--- src/rtl/key_loader64.sv ---
// rtl/key_loader64.sv - serial unlock-key loader with XOR check byte and lockout.
// Drives a stable key bus into the locked adder; repeated bad frames latch a lockout.
module key_loader64 #(
  parameter int KEY_W     = 64,
  parameter int CHK_W     = 8,
  parameter int MAX_FAILS = 3
) (
  input  logic             clk_i,
  input  logic             rst_ni,
  input  logic             load_start_i,
  input  logic             key_sdi_i,
  input  logic             key_svalid_i,
  output logic             key_sready_o,
  input  logic             zeroize_i,
  output logic [KEY_W-1:0] key_o,
  output logic             key_valid_o,
  output logic             key_err_o,
  output logic             lockout_o,
  output logic             busy_o
);

  localparam int FRAME_W = KEY_W + CHK_W;
  localparam int CNT_W   = $clog2(FRAME_W + 1);

  typedef enum logic [2:0] {IDLE, SHIFT, CHECK, ARMED, LOCKOUT} state_t;

  state_t               state, state_d;
  logic [CNT_W-1:0]     cnt, cnt_d;
  logic [3:0]           fails, fails_d;
  logic [4:0]           fails_inc;
  logic [FRAME_W-1:0]   shreg, shreg_d;
  logic [KEY_W-1:0]     key_d;
  logic                 valid_d;
  logic                 err_d;
  logic [CHK_W-1:0]     sum;

  always_comb begin
    state_d   = state;
    cnt_d     = cnt;
    fails_d   = fails;
    shreg_d   = shreg;
    key_d     = key_o;
    valid_d   = key_valid_o;
    err_d     = 1'b0;
    fails_inc = {1'b0, fails} + 5'd1;
    sum       = '0;
    for (int i = 0; i < KEY_W / 8; i++) begin
      sum = sum ^ shreg[CHK_W + 8*i +: 8];
    end

    case (state)
      IDLE, ARMED: begin
        if (load_start_i) begin
          // entering SHIFT drops any previously accepted key
          state_d = SHIFT;
          cnt_d   = '0;
          shreg_d = '0;
          key_d   = '0;
          valid_d = 1'b0;
        end
      end
      SHIFT: begin
        if (key_svalid_i && key_sready_o) begin
          shreg_d = {shreg[FRAME_W-2:0], key_sdi_i};
          cnt_d   = cnt + 1'b1;
          if (cnt == CNT_W'(FRAME_W - 1)) state_d = CHECK;
        end
      end
      CHECK: begin
        if (sum == shreg[CHK_W-1:0]) begin
          key_d   = shreg[FRAME_W-1:CHK_W];
          valid_d = 1'b1;
          fails_d = '0;
          state_d = ARMED;
        end else begin
          err_d   = 1'b1;
          fails_d = fails_inc[3:0];
          state_d = (fails_inc >= 5'(MAX_FAILS)) ? LOCKOUT : IDLE;
        end
      end
      LOCKOUT: begin
        key_d   = '0;
        valid_d = 1'b0;
      end
      default: state_d = IDLE;
    endcase

    // zeroize wins over load and over a passing check; fail count survives it
    if (zeroize_i && state != LOCKOUT) begin
      state_d = IDLE;
      cnt_d   = '0;
      key_d   = '0;
      valid_d = 1'b0;
      fails_d = fails;
      err_d   = 1'b0;
    end
  end

  always_ff @(posedge clk_i or negedge rst_ni) begin
    if (!rst_ni) begin
      state        <= IDLE;
      cnt          <= '0;
      fails        <= '0;
      shreg        <= '0;
      key_o        <= '0;
      key_valid_o  <= 1'b0;
      key_err_o    <= 1'b0;
      lockout_o    <= 1'b0;
      key_sready_o <= 1'b0;
      busy_o       <= 1'b0;
    end else begin
      state        <= state_d;
      cnt          <= cnt_d;
      fails        <= fails_d;
      shreg        <= shreg_d;
      key_o        <= key_d;
      key_valid_o  <= valid_d;
      key_err_o    <= err_d;
      lockout_o    <= (state_d == LOCKOUT);
      key_sready_o <= (state_d == SHIFT);
      busy_o       <= (state_d == SHIFT) || (state_d == CHECK);
    end
  end

endmodule
--- config.mk ---
export PLATFORM = sky130hd
export DESIGN_NAME = key_loader64
export DESIGN_NICKNAME = d
export VERILOG_FILES = /design/src/rtl/key_loader64.sv
export SDC_FILE = /design/constraint.sdc
export NUM_CORES = 1
export LEC_CHECK = 0
export ABC_AREA = 1
export ABC_CLOCK_PERIOD_IN_PS = 3900
export BUFFER_PORTS_ARGS = -buffer_cell sky130_fd_sc_hd__buf_2
export CAP_MARGIN = 30
export CORE_MARGIN = 2
export CORE_UTILIZATION = 50
export CTS_CLUSTER_DIAMETER = 40
export DETAILED_ROUTE_END_ITERATION = 10
export PLACE_DENSITY = 0.7
export SYNTH_ARGS = -nofsm -noshare
export SYNTH_HDL_FRONTEND = slang
export SYNTH_SLANG_ARGS = --single-unit
--- constraint.sdc ---
create_clock -name clk_i -period 3.9 [get_ports clk_i]
set_input_delay 0 -clock clk_i [delete_from_list [all_inputs] [get_ports clk_i]]
set_output_delay 0 -clock clk_i [all_outputs]
set_load 0.005 [all_outputs]
-- Word-level counts from Yosys, hierarchy flattened
Cells that the tools add are included.
- add/subtract/negate cells: 2
- equal/unequal tests: 15
- bitwise logic cells: 8
- reductions and logical operators: 12
- multiplexer cells: 26
- magnitude comparators: 1
- operator list (cell ; number):
    2-to-1 mux 64 bit ; 3
    case mux 64 bit (3 select lines) ; 1
    2-to-1 mux 72 bit ; 2
    case mux 72 bit (2 select lines) ; 1
    bitwise XOR 8 bit ; 7
    2-to-1 mux 7 bit ; 3
    2-to-1 mux 3 bit ; 6
    case mux 7 bit (2 select lines) ; 1
    != test 3 bit, second input constant ; 4
    case mux 3 bit (4 select lines) ; 1
    equality test 3 x 2 -> 1 bit, second input constant ; 3
    AND reduction 3 bit ; 3
    equality test 8 bit ; 1
    adder 7 x 1 -> 7 bit, second input constant ; 1
    equality test 7 bit, second input constant ; 1
    equality test 3 x 1 -> 1 bit, second input constant ; 2
    equality test 3 bit, second input constant ; 2
    2-to-1 mux 1 bit ; 6
    adder 4 x 1 -> 5 bit, second input constant ; 1
    >= comparator 5 x 2 -> 1 bit, second input constant ; 1
    2-to-1 mux 4 bit ; 1
    != test 2 bit, second input constant ; 2
    nonzero test 4 bit ; 1
    logical NOT 3 bit ; 1
    other kinds (8) ; 9
- input port bits: 6
- logic and storage cells: 74
- register bits: 155

-- Depth between registers and ports, before layout
- depth after elaboration: 13
- mapped depth: 19
- depth with buffers taken out: 17

-- Least setup slack after synthesis
No wires, ideal clock.
- kind: flip-flop to flip-flop
- start: reg shreg[63]
- end: reg key_o[0]
- setup time: 119 ps
- slack: 2115 ps
- arrival time: 1667 ps
- cell stages (with the launch flop): 19
- cell sequence: dfrtp_1 > nor2_1 > inv_1 > nand2_1 > nand2_1 > nand2_1 > nand2_1 > nand2_1 > nand2_1 > nand2_1 > nand2_1 > nor2_1 > nand2_2 > nand2_4 > nand2_2 > buf_6 > buf_6 > nand2_1 > nand2_1
- longest elaborated chain between the ends: 5
- ends and longest elaborated chain (what ; RTL line ; text):
    start, declared ; 31 ; logic [FRAME_W-1:0] shreg, shreg_d;
    start signal, assigned ; 115 ; shreg <= shreg_d;
    bitwise XOR 8 bit (2 in series) ; 48 ; sum = sum ^ shreg[CHK_W + 8*i +: 8];
    equality test 8 bit ; 70 ; if (sum == shreg[CHK_W-1:0]) begin
    != test 3 bit (no source line) ; - ;
    AND reduction 3 bit (no source line) ; - ;
    end signal, assigned ; 116 ; key_o <= key_d;
    end, declared ; 15 ; output logic [KEY_W-1:0] key_o,
No other way between the ends.
A chain may end at the register's enable or synchronous reset.

-- Worst setup path in the final report
- start: reg shreg[61]
- end: reg key_o[50]
Same word-level chain as after synthesis.

==> flow_metrics.env <==
export IMPL_h_tree_depth=4
export IMPL_syn_num_nets=928
export IMPL_io_buffers=74
export IMPL_cap_violations=0
export IMPL_place_congestion=0.835
export IMPL_cts_repair_resize_count=0
export IMPL_vias=6274
export IMPL_root_buffer="clkbuf_16"
export IMPL_outcome="finished, final reports clean"
export IMPL_fmax_ghz=0.369
export IMPL_wl_per_cell_um=15.0
export IMPL_regArea_sq_um=3880
export IMPL_p_int_mw=2.62
export IMPL_rrSetupSlack_ns=1.19
export IMPL_power_frac_clock=0.450
export IMPL_ys_seq_area_frac=0.523
export IMPL_ys_seq_elements=155
export IMPL_place_inst=1134
export IMPL_gr_usage_all_layers=0.232
export IMPL_die_y_um=126
export IMPL_seq_power_share=0.455
export IMPL_post_cts_buffers=0
export IMPL_crit_fanout=39
export IMPL_routed_wl_mm=17.5
export IMPL_fin_crit_ns=2.71
export IMPL_nFillCells=1328
export IMPL_vdd_drop_max_uv=297
export IMPL_max_slew_worst_pin_slew_ns=0.771
export IMPL_ys_async_sr_fraction=1.00
export IMPL_yosys_area_top_type="dfrtp_1"
export IMPL_cts_sinks=155
export IMPL_final_hold_violation_count=0
export IMPL_final_common_cell="nand2_1"
export IMPL_syn_to_final_growth_pct=14.0
export IMPL_synth_edff_count=0
export IMPL_grt_pass1_vias=5960
export IMPL_p_switching_mw=0.969
export IMPL_max_slew_margin=0.486
export IMPL_antenna_found_initial=0
export IMPL_p_comb_frac=0.095
export IMPL_yosysWarnings=0
export IMPL_vias_per_cell=5.37
export IMPL_die_area_sq_um=15800
export IMPL_syn_area_sq_um=7420
export IMPL_synthTopCellsByArea="dfrtp_1, nand2_1, nand4_1, nand3_1, inv_1"
export IMPL_pwr_density_cell_nw_per_um2=424
export IMPL_drc=0
export IMPL_insertion_delay_ns=0.43
export IMPL_ys_flop_type="dfrtp_1"
export IMPL_start_kind="register"
export IMPL_syn_avg_cell_area_sq_um=8.07
export IMPL_grt_setup_unrepaired="no"
export IMPL_rows=44
export IMPL_ant_nets=0
export IMPL_hold_path_class="in -> reg"
export IMPL_final_cell_mix="nand2_1, dfrtp_1, inv_1"
export IMPL_dpl_hpwl_mm=11.5
export IMPL_clockBufferDepth=2
export IMPL_fin_crit_sh=0.694
export IMPL_crit_required_ns=4.26
export IMPL_arrival_ns=3.06
export IMPL_drt_initial_drc_count=542
export IMPL_initial_core_util=0.511
export IMPL_first_pass_iters=5
export IMPL_cts_buffers=17
export IMPL_io_pins=75
export IMPL_netlist_area_leader_share=0.523
export IMPL_grt_max_degree=110
export IMPL_skew_ns=0.0102
export IMPL_cts_clk_slew_worst_paths_ns=0.06
export IMPL_die_x_um=126
export IMPL_drive_gt1_frac=0.134
export IMPL_crit_type="reg -> reg"
export IMPL_finalNetCount=981
export IMPL_place_ws_ns=1.23
export IMPL_n_antenna_cell=0
export IMPL_cts_tree="yes"
export IMPL_grt_pass1_wl_mm=29.7
export IMPL_ys_types=30
export IMPL_fin_ws_ns=1.19
export IMPL_syn_inst=919
export IMPL_core_area_sq_um=14500
export IMPL_slew_violations=0
export IMPL_hold_buffers=3
export IMPL_setup_tns_ns=0
export IMPL_instances_no_fill=1169
export IMPL_p_leak_nw=4.52
export IMPL_overflow=0
export IMPL_finalSetupViolations=0
export IMPL_switching_share=0.270
export IMPL_cp_end_kind="register"
export IMPL_multi_input_area_sq_um=2870
final timing paths:
kind	startpoint	endpoint	cells past startpoint
worst max register to register	shreg[61]$_DFFE_PN0P_	key_o[50]$_DFFE_PN0P_	14
worst min-delay path	load_start_i	state[0]$_DFF_PN0_	5
worst max-delay path	shreg[61]$_DFFE_PN0P_	key_o[50]$_DFFE_PN0P_	14
worst min register to register	key_o[9]$_DFFE_PN0P_	key_o[9]$_DFFE_PN0P_	2
min in group asynchronous	rst_ni	key_o[37]$_DFFE_PN0P_	2
max in group asynchronous	rst_ni	key_o[57]$_DFFE_PN0P_	3
stage by stage:
stage | cell area [sq um] | hold slack (ns) | total power, mW | utilization
finish | 8460 | 0.0674 | 3.59 | 0.582
global route | 8460 | 0.118 | 3.74 | 0.582
CTS | 8460 | 0.0408 | 3.61 | 0.582
detailed placement | 7840 | 0.0416 | 2.00 | 0.540
global placement | 7840 | 0.0395 | 2.00 | 0.540
floorplan | 7420 | -0.296 | 1.93 | -
cells in the mapped netlist (8+ instances only):
library cell	n
nand2_1	303
a21oi_1	10
o31ai_1	15
buf_2	14
nor3_1	8
clkbuf_1	18
nand3_1	85
inv_2	10
nor2_1	24
nand4_1	69
inv_1	93
dfrtp_1	155
o21ai_0	62
xnor2_1	8
per-layer routing:
layer	vias up	global-route usage	part of all wire
li1	3114	-	-
met1	2983	0.333	0.48
met2	159	0.352	0.46
met3	18	0.0506	0.050
met4	0	0.0776	0.016
met5	-	0	0
flip-flops by register name (all words and copies together) (netlist names):
register / count
key_valid_o: 1
state: 3
shreg: 72
busy_o: 1
fails: 4
lockout_o: 1
key_sready_o: 1
key_err_o: 1
cnt: 7
key_o: 64
power groups by stage:
stage                     Clock, mW  Sequential (mW)  Combinational [mW]
after detailed placement          0             1.66               0.341
after global routing           1.72             1.63               0.384
after floorplan                   0             1.66               0.265
after CTS                      1.64             1.63               0.345
final                          1.61             1.63               0.342
after global placement            0             1.66               0.335
worst max-delay path, stage by stage (launching register included):
cell and delay, ns:
dfrtp_1 0.42, xnor2_1 0.37, inv_1 0.07, nand2_1 0.10, nand2_1 0.05, nand2_1 0.05
nand2_1 0.06, inv_2 0.05, nand2_1 0.05, nor2_2 0.17, nand2_2 0.12, inv_2 0.38
buf_4 0.47, nand4_1 0.17, nand2_1 0.11
area by class of cell:
cell class                      count  area share
Clock buffer                       20      0.0552
Sequential cell                   155       0.459
Tap cell                          184      0.0272
Inverter                          104      0.0462
Multi-Input combinational cell    609       0.339
Timing Repair Buffer               85      0.0596
Clock inverter                     12      0.0138
logic make-up (layout without fill, tap and decap cells):
kind of cell,Yosys count,count (layout),share of synthesized area
compound gates,94,94,0.0702
xor+xnor,15,15,0.0177
fa+ha+maj,3,3,0.00506
buf+inv,155,221,0.0904
flops,155,155,0.523
simple gates,497,497,0.294
No activity file was read; power rests on OpenSTA's default activity.
